[src/rtl/sss_pkg.sv]
// Shared SSS constants, LFSR parameters and FSM encoding for the SSS generator and detector.
package sss_pkg;

    localparam logic [8:0] N_ID_1_MAX = 9'd335;
    localparam logic [1:0] N_ID_2_MAX = 2'd2;
    localparam logic [6:0] SSS_LEN    = 7'd127;
    localparam logic [6:0] LFSR_INIT  = 7'b0000001;
    localparam int         X0_TAP     = 4;
    localparam int         X1_TAP     = 1;

    typedef logic [1:0] sss_state_t;
    localparam sss_state_t ST_IDLE   = 2'd0;
    localparam sss_state_t ST_ALIGN  = 2'd1;
    localparam sss_state_t ST_OUTPUT = 2'd2;

    function automatic logic id_valid(input logic [8:0] n1, input logic [1:0] n2);
        return (n1 <= N_ID_1_MAX) && (n2 <= N_ID_2_MAX);
    endfunction

endpackage

[src/rtl/sss_lfsr.sv]
// 7-bit Fibonacci LFSR: state[k] holds x(i+k); x(i+7) = x(i+TAP) xor x(i).
module sss_lfsr
    import sss_pkg::*;
#(
    parameter int TAP = 4
) (
    input  logic       clk_i,
    input  logic       reset_i,
    input  logic       load_i,
    input  logic       step_i,
    output logic [6:0] state_o
);

    logic [6:0] state_r;

    // shift register: load has priority over step
    always_ff @(posedge clk_i) begin
        if (reset_i) begin
            state_r <= 7'd0;
        end else if (load_i) begin
            state_r <= LFSR_INIT;
        end else if (step_i) begin
            state_r <= {state_r[TAP] ^ state_r[0], state_r[6:1]};
        end else begin
            state_r <= state_r;
        end
    end

    assign state_o = state_r;

endmodule

[src/rtl/sss_generator.sv]
// SSS BPSK sequence generator with AXI-stream output.
// Optional IQ output port enabled by defining SSS_GENERATOR_IQ_OUT_EN.
module sss_generator
    import sss_pkg::*;
#(
    parameter int OUT_DW    = 32,
    parameter int AMPLITUDE = 8191
) (
    input  logic              clk_i,
    input  logic              reset_i,
    input  logic [8:0]        N_id_1_i,
    input  logic [1:0]        N_id_2_i,
    input  logic              start_i,
    output logic              ready_o,
    output logic              error_o,
    output logic              m_axis_out_tdata,
    output logic              m_axis_out_tvalid,
    input  logic              m_axis_out_tready,
    output logic              m_axis_out_tlast,
`ifdef SSS_GENERATOR_IQ_OUT_EN
    output logic [OUT_DW-1:0] m_axis_iq_tdata,
`endif
    output logic [9:0]        N_id_o
);

    sss_state_t  state_r;
    logic [5:0]  m0_r;
    logic [6:0]  m1_r;
    logic [7:0]  cnt_r;
    logic [6:0]  n_r;
    logic        tvalid_r, tlast_r, tdata_r, error_r;
    logic [9:0]  n_id_r;

    logic [5:0]  m0_s;
    logic [6:0]  m1_s;
    logic [8:0]  sub_s;
    logic [6:0]  mmax_s;
    logic [9:0]  nid_s;
    logic        accept_s, load_s, hs_s, align_done_s;
    logic        x0_step_s, x1_step_s, sym_first_s, sym_next_s;
    logic [6:0]  x0_s, x1_s;

    // m0/m1 decode: floor(N_id_1/112) resolved by range compare
    always_comb begin
        m0_s  = 6'd0;
        sub_s = 9'd0;
        if (N_id_1_i >= 9'd224) begin
            m0_s  = 6'd30;
            sub_s = 9'd224;
        end else if (N_id_1_i >= 9'd112) begin
            m0_s  = 6'd15;
            sub_s = 9'd112;
        end else begin
            m0_s  = 6'd0;
            sub_s = 9'd0;
        end
        case (N_id_2_i)
            2'd1:    m0_s = m0_s + 6'd5;
            2'd2:    m0_s = m0_s + 6'd10;
            default: m0_s = m0_s;
        endcase
        m1_s  = 7'(N_id_1_i - sub_s);
        nid_s = 10'(N_id_1_i) * 10'd3 + {8'd0, N_id_2_i};
    end

    assign accept_s     = start_i && (state_r == ST_IDLE);
    assign load_s       = accept_s && id_valid(N_id_1_i, N_id_2_i);
    assign hs_s         = tvalid_r && m_axis_out_tready;
    assign mmax_s       = (m1_r > {1'b0, m0_r}) ? m1_r : {1'b0, m0_r};
    // one idle ALIGN cycle after the last step lets the first symbol register from settled LFSRs
    assign align_done_s = (cnt_r == ({1'b0, mmax_s} + 8'd1));
    assign x0_step_s    = ((state_r == ST_ALIGN) && (cnt_r < {2'b00, m0_r})) || hs_s;
    assign x1_step_s    = ((state_r == ST_ALIGN) && (cnt_r < {1'b0, m1_r})) || hs_s;
    assign sym_first_s  = ~(x0_s[0] ^ x1_s[0]);
    assign sym_next_s   = ~(x0_s[1] ^ x1_s[1]);

    sss_lfsr #(.TAP(X0_TAP)) u_x0 (
        .clk_i   (clk_i),
        .reset_i (reset_i),
        .load_i  (load_s),
        .step_i  (x0_step_s),
        .state_o (x0_s)
    );

    sss_lfsr #(.TAP(X1_TAP)) u_x1 (
        .clk_i   (clk_i),
        .reset_i (reset_i),
        .load_i  (load_s),
        .step_i  (x1_step_s),
        .state_o (x1_s)
    );

    // control FSM and registered stream outputs
    always_ff @(posedge clk_i) begin
        if (reset_i) begin
            state_r  <= ST_IDLE;
            m0_r     <= 6'd0;
            m1_r     <= 7'd0;
            cnt_r    <= 8'd0;
            n_r      <= 7'd0;
            tvalid_r <= 1'b0;
            tlast_r  <= 1'b0;
            tdata_r  <= 1'b0;
            error_r  <= 1'b0;
            n_id_r   <= 10'd0;
        end else begin
            error_r <= 1'b0;
            case (state_r)
                ST_IDLE: begin
                    if (load_s) begin
                        m0_r    <= m0_s;
                        m1_r    <= m1_s;
                        n_id_r  <= nid_s;
                        cnt_r   <= 8'd0;
                        n_r     <= 7'd0;
                        state_r <= ST_ALIGN;
                    end else if (accept_s) begin
                        error_r <= 1'b1;
                    end else begin
                        state_r <= ST_IDLE;
                    end
                end
                ST_ALIGN: begin
                    if (align_done_s) begin
                        state_r  <= ST_OUTPUT;
                        tvalid_r <= 1'b1;
                        tdata_r  <= sym_first_s;
                        tlast_r  <= 1'b0;
                        n_r      <= 7'd0;
                    end else begin
                        cnt_r <= cnt_r + 8'd1;
                    end
                end
                ST_OUTPUT: begin
                    if (hs_s && tlast_r) begin
                        state_r  <= ST_IDLE;
                        tvalid_r <= 1'b0;
                        tlast_r  <= 1'b0;
                        tdata_r  <= 1'b0;
                    end else if (hs_s) begin
                        n_r     <= n_r + 7'd1;
                        tdata_r <= sym_next_s;
                        tlast_r <= (n_r == (SSS_LEN - 7'd2));
                    end else begin
                        state_r <= ST_OUTPUT;
                    end
                end
                default: begin
                    state_r  <= ST_IDLE;
                    tvalid_r <= 1'b0;
                    tlast_r  <= 1'b0;
                end
            endcase
        end
    end

`ifdef SSS_GENERATOR_IQ_OUT_EN
    localparam int HW = OUT_DW / 2;
    localparam logic [HW-1:0] AMP_P = HW'(AMPLITUDE);
    localparam logic [HW-1:0] AMP_N = HW'(-AMPLITUDE);

    logic [OUT_DW-1:0] iq_r;

    function automatic logic [OUT_DW-1:0] iq_word(input logic b);
        return {{(OUT_DW - HW){1'b0}}, (b ? AMP_P : AMP_N)};
    endfunction

    // IQ word follows the symbol register on identical load conditions
    always_ff @(posedge clk_i) begin
        if (reset_i) begin
            iq_r <= '0;
        end else if ((state_r == ST_ALIGN) && align_done_s) begin
            iq_r <= iq_word(sym_first_s);
        end else if (hs_s && tlast_r) begin
            iq_r <= '0;
        end else if (hs_s) begin
            iq_r <= iq_word(sym_next_s);
        end else begin
            iq_r <= iq_r;
        end
    end

    assign m_axis_iq_tdata = iq_r;
`endif

    assign ready_o           = (state_r == ST_IDLE);
    assign error_o           = error_r;
    assign m_axis_out_tdata  = tdata_r;
    assign m_axis_out_tvalid = tvalid_r;
    assign m_axis_out_tlast  = tlast_r;
    assign N_id_o            = n_id_r;

endmodule

[config.mk]
export PLATFORM = sky130hd
export DESIGN_NAME = sss_generator
export DESIGN_NICKNAME = d
export VERILOG_FILES = /design/src/rtl/sss_pkg.sv /design/src/rtl/sss_lfsr.sv /design/src/rtl/sss_generator.sv
export SDC_FILE = /design/constraint.sdc
export NUM_CORES = 1
export LEC_CHECK = 0
export CORE_MARGIN = 3
export CORE_UTILIZATION = 30
export DETAILED_ROUTE_END_ITERATION = 6
export MAX_ROUTING_LAYER = met4
export PLACE_DENSITY = 0.46
export SYNTH_ARGS = -nofsm -noshare
export SYNTH_HDL_FRONTEND = slang
export SYNTH_SLANG_ARGS = --single-unit
[constraint.sdc]
create_clock -name clk_i -period 5.1 [get_ports clk_i]
set_clock_uncertainty 0.2 [all_clocks]
set_input_delay 1.02 -clock clk_i [delete_from_list [all_inputs] [get_ports clk_i]]
set_output_delay 1.02 -clock clk_i [all_outputs]
set_load 0.1 [all_outputs]
==> results_tabular.tex <==
\begin{tabular}{lr}
\hline
Metric & Value \\
\hline
\multicolumn{2}{l}{\textbf{Final layout}} \\
\quad Net total in the final layout & 625 \\
\quad Share of post-route cells with drive strength above 1 & 5.61\% \\
\quad Final Non-Filler Cells & 733 \\
\quad Fill cells & 1445 \\
\quad Antenna Diode Count & 0 \\
\quad Area growth, synth to finish & 18.0\% \\
\quad Sequential cell area in the final layout & 0.00116 mm2 \\
\quad Area of the multi-input gates & 0.00295 mm2 \\
\multicolumn{2}{l}{\textbf{Critical path}} \\
\quad Data arrival time of the critical path & 4.14 ns \\
\quad Worst path cell trace & clkdlybuf4s50\_1 > fa\_1 > ha\_1 > inv\_1 > fa\_1 > nor2b\_1 > o21ai\_0 > a21boi\_0 > o21ai\_0 > a21oi\_1 > o21a\_1 > nor3\_1 > nand3b\_1 > a21oi\_1 \\
\quad Delay of the slowest critical-path stage & 0.60 ns \\
\quad Max FO, Critical Path & 7 \\
\quad Path type of the worst setup path & in -> reg \\
\quad Crit start category & input pin \\
\quad Family of cells with the greatest summed delay on the critical path & adder cells \\
\quad Capturing element type of the critical path & flop \\
\quad Required time of the critical path & 5.15 ns \\
\quad Count of buffer and inverter cells on the critical path & 2 \\
\quad Slowest CP cell & sky130\_fd\_sc\_hd\_\_fa\_1 \\
\multicolumn{2}{l}{\textbf{Synth}} \\
\quad Synthesized area per cell & 8.24 um2 \\
\quad Synth Area in Compound Gates & 21.1\% \\
\quad Xor/xnor cell area share of the yosys netlist & 3.21\% \\
\quad Mux contribution to synthesized area & 4.67\% \\
\quad Prevailing post-synth register cell & sky130\_fd\_sc\_hd\_\_dfxtp\_1 \\
\quad Proportion of synthesized flip-flops having asynchronous set or reset & 0\% \\
\quad Synth warnings & 0 \\
\quad Number of storage elements in the synthesis netlist & 58 \\
\quad Register area share after synthesis & 26.6\% \\
\quad Number of unique standard cell types used by synthesis & 56 \\
\quad Dominant combinational cell family by area after synthesis & compound AO/OA/AOI/OAI gates \\
\quad Post-synthesis net count & 606 \\
\quad Count of mapped cells out of synthesis & 530 \\
\quad Number of flops mapped to enable cells by yosys & 0 \\
\quad Synthesized cell area & 0.00437 mm2 \\
\quad Synthesized-area fraction occupied by and/or/nand/nor cells & 20.3\% \\
\quad Adder-cell share of the synthesized area & 18.0\% \\
\multicolumn{2}{l}{\textbf{Clocking}} \\
\quad CTS tree & done \\
\quad Clock sink count & 58 \\
\quad Clock-pin slew on the worst setup and hold paths & 0.05 ns \\
\quad Maximum level of the CTS H-tree & 3 \\
\quad Num CTS Buffers & 9 \\
\quad Number of instances resized during post-cts repair & 0 \\
\quad Root buffer cell & sky130\_fd\_sc\_hd\_\_clkbuf\_16 \\
\quad Maximum number of buffers from clock root to sink & 2 \\
\quad Number of buffers inserted by post-CTS setup repair & 0 \\
\quad Latest clock arrival within the worst-skew pair & 0.33 ns \\
\quad Number of buffers inserted for hold repair after clock tree synthesis & 0 \\
\multicolumn{2}{l}{\textbf{Placed design}} \\
\quad Count of input and output buffers & 29 \\
\quad Routability congestion estimate & 0.818 \\
\quad HPWL after detailed placement & 8.07 mm \\
\quad Dpl cells & 718 \\
\multicolumn{2}{l}{\textbf{GRT}} \\
\quad Vias in the first global route & 3692 \\
\quad First-pass GRT wire length & 18.8 mm \\
\quad Combined global-route utilization of all metal layers & 14.7\% \\
\quad Number of antenna violations at the first check in global routing & 0 \\
\quad Largest net degree at the start of global routing & 36 \\
\quad Overflow after GRT & 0 \\
\multicolumn{2}{l}{\textbf{Timing}} \\
\quad Final total negative setup slack & 0 ns \\
\quad RSZ-0062 raised after global routing & no \\
\quad Endpoints failing setup & 0 \\
\quad Clock period minus final worst setup slack & 4.09 ns \\
\quad Number of endpoints with negative hold slack in the final report & 0 \\
\quad Share of the cycle needed by the critical path after routing & 80.2\% \\
\quad Fmax & 244 MHz \\
\quad Total count of max-transition violations in the final report & 0 \\
\quad Slew at the pin closest to its max-slew limit & 0.975 ns \\
\quad Slew headroom & 34.8\% \\
\multicolumn{2}{l}{\textbf{Route}} \\
\quad Vias & 3744 \\
\quad DRC viols & 0 \\
\quad 1st-pass router iterations & 4 \\
\quad Routed wire per std cell & 14.9 um \\
\quad Ratio of routed vias to standard cells & 5.11 \\
\quad Drt initial violations & 300 \\
\quad Antenna Nets Post-Route & 0 \\
\quad Detailed-route wire length & 10.9 mm \\
\multicolumn{2}{l}{\textbf{Pwr}} \\
\quad Total power & 1800 uW \\
\quad Leakage & 0.00213 uW \\
\quad Power per unit of standard cell area & 350 mW/mm2 \\
\quad Worst IR Drop VDD & 0.185 mV \\
\multicolumn{2}{l}{\textbf{Floorplan}} \\
\quad Initial core utilization & 31.1\% \\
\quad Overall die area & 0.0160 mm2 \\
\quad Die outline width & 127 um \\
\quad Die outline height & 127 um \\
\quad Area of the core & 0.0140 mm2 \\
\quad Cell Rows & 43 \\
\quad Number of ports placed on the die boundary & 30 \\
\multicolumn{2}{l}{\textbf{Hold path}} \\
\quad Type of the worst min-delay path & reg -> reg \\
\multicolumn{2}{l}{\textbf{Flow run}} \\
\quad Max Cap Viol & 0 \\
\multicolumn{2}{l}{\textbf{Status}} \\
\quad Result of the run & complete, no violations \\
\hline
\end{tabular}
[per-layer routing]
metal  GRT usage (%)  vias up  wire length, um
li1                -     1935                -
met1            19.9     1743             5600
met2            22.3       53             4860
met3            2.27       13              299
met4            5.05        0              167
met5               -        -                0
[registers in the layout, indices dropped and copies added (netlist names), 2 cells and up]
signal	cells
u_x1.state_o	7
n_r	7
state_r	2
m0_r	6
cnt_r	8
N_id_o	10
u_x0.state_o	7
m1_r	7
[worst register-to-register path, cell delays in order, from the launching register on]
cell and delay, ns:
sky130_fd_sc_hd__dfxtp_1 0.36, sky130_fd_sc_hd__inv_1 0.09, sky130_fd_sc_hd__ha_1 0.37, sky130_fd_sc_hd__a211oi_2 0.21, sky130_fd_sc_hd__nand2_2 0.13, sky130_fd_sc_hd__o21ai_4 0.31, sky130_fd_sc_hd__nor2_1 0.07, sky130_fd_sc_hd__a21oi_1 0.17
sky130_fd_sc_hd__ha_1 0.21, sky130_fd_sc_hd__xor2_1 0.19, sky130_fd_sc_hd__and3_1 0.18, sky130_fd_sc_hd__o221ai_1 0.12, sky130_fd_sc_hd__a21oi_1 0.25, sky130_fd_sc_hd__o221a_4 0.42, sky130_fd_sc_hd__o2111ai_1 0.14, sky130_fd_sc_hd__a221oi_1 0.33
[layout make-up]
class                   count  share of cell area (%)
well taps                 180                    4.37
repair buffers             31                    5.83
multi-input cells         402                    57.2
inverters                  47                    3.42
clock inverters             5                    1.99
clock buffers              10                    4.64
flip-flops and latches     58                    22.5
[through the flow]
stage	instance area (um2)	hold slack, ns	utilization, %	setup WS, ns
final	5150	0.257	36.7	1.01
after global routing	5150	0.272	36.7	0.801
after CTS	5150	0.263	36.7	1.03
after detailed placement	4810	0.251	34.3	0.702
after global placement	4810	0.247	34.3	0.740
after floorplan	4370	0.240	-	1.48
[layout by cell type (no fill, tap or decap), types with 7 or more instances in the layout]
cell,count
sky130_fd_sc_hd__a211oi_1,13
sky130_fd_sc_hd__a21o_1,11
sky130_fd_sc_hd__a21oi_1,38
sky130_fd_sc_hd__clkbuf_16,9
sky130_fd_sc_hd__clkdlybuf4s50_1,28
sky130_fd_sc_hd__dfxtp_1,58
sky130_fd_sc_hd__ha_1,58
sky130_fd_sc_hd__inv_1,47
sky130_fd_sc_hd__mux2i_1,19
sky130_fd_sc_hd__nand2_1,27
sky130_fd_sc_hd__nand2b_1,12
sky130_fd_sc_hd__nand3_1,24
sky130_fd_sc_hd__nand3b_1,8
sky130_fd_sc_hd__nor2_1,54
sky130_fd_sc_hd__nor3_1,9
sky130_fd_sc_hd__o21ai_0,22
sky130_fd_sc_hd__xnor2_1,7
sky130_fd_sc_hd__xor2_1,9
[cell families after synthesis]
family / Yosys count
AO/OA/AOI/OAI: 133
flip-flops: 58
XOR/XNOR: 16
buffers and inverters: 70
AND/OR/NAND/NOR: 172
multiplexers: 20
adder cells (fa/ha/maj): 61
[path summary, 6_finish.rpt]
kind	start	to	slack, ns	cells after the start
worst max-delay path	N_id_1_i[0]	N_id_o[9]	1.01	14
worst min-delay path	N_id_o[9]	N_id_o[9]	0.26	2
worst max register to register	m0_r[5]	n_r[5]	1.23	15
worst min register to register	N_id_o[9]	N_id_o[9]	0.26	2
[where the power goes]
part	internal [uW]	leakage [uW]	switching, uW	total [uW]
Clock	486	0.000165	209	695
Sequential	480	0.000471	23.4	503
Combinational	213	0.00150	389	602
[cells in the mapped netlist (4+ instances only)]
master / number / share of area (%)
sky130_fd_sc_hd__mux2i_1: 19 / 4.4
sky130_fd_sc_hd__ha_1: 58 / 17
sky130_fd_sc_hd__inv_1: 47 / 4.0
sky130_fd_sc_hd__xor2_1: 9 / 1.8
sky130_fd_sc_hd__o21ai_0: 22 / 2.5
sky130_fd_sc_hd__nor2b_1: 5 / 0.72
sky130_fd_sc_hd__nand2_1: 27 / 2.3
sky130_fd_sc_hd__a21oi_1: 38 / 4.4
sky130_fd_sc_hd__and3_1: 6 / 0.86
sky130_fd_sc_hd__nand4_1: 6 / 0.86
sky130_fd_sc_hd__nor2_1: 54 / 4.6
sky130_fd_sc_hd__a211oi_1: 14 / 2.4
sky130_fd_sc_hd__clkbuf_1: 19 / 1.6
sky130_fd_sc_hd__a221oi_1: 6 / 1.2
sky130_fd_sc_hd__xnor2_1: 7 / 1.4
sky130_fd_sc_hd__nand2b_1: 12 / 1.7
sky130_fd_sc_hd__nand3_1: 24 / 2.8
sky130_fd_sc_hd__dfxtp_1: 58 / 27
sky130_fd_sc_hd__a21o_1: 11 / 1.9
sky130_fd_sc_hd__o211ai_1: 5 / 0.86
sky130_fd_sc_hd__nor3_1: 9 / 1.0
sky130_fd_sc_hd__or4_1: 6 / 1.0
sky130_fd_sc_hd__nand3b_1: 8 / 1.4
sky130_fd_sc_hd__a211o_1: 4 / 0.80
sky130_fd_sc_hd__o2111ai_1: 4 / 0.80
Power figures use the tool's default switching activity.
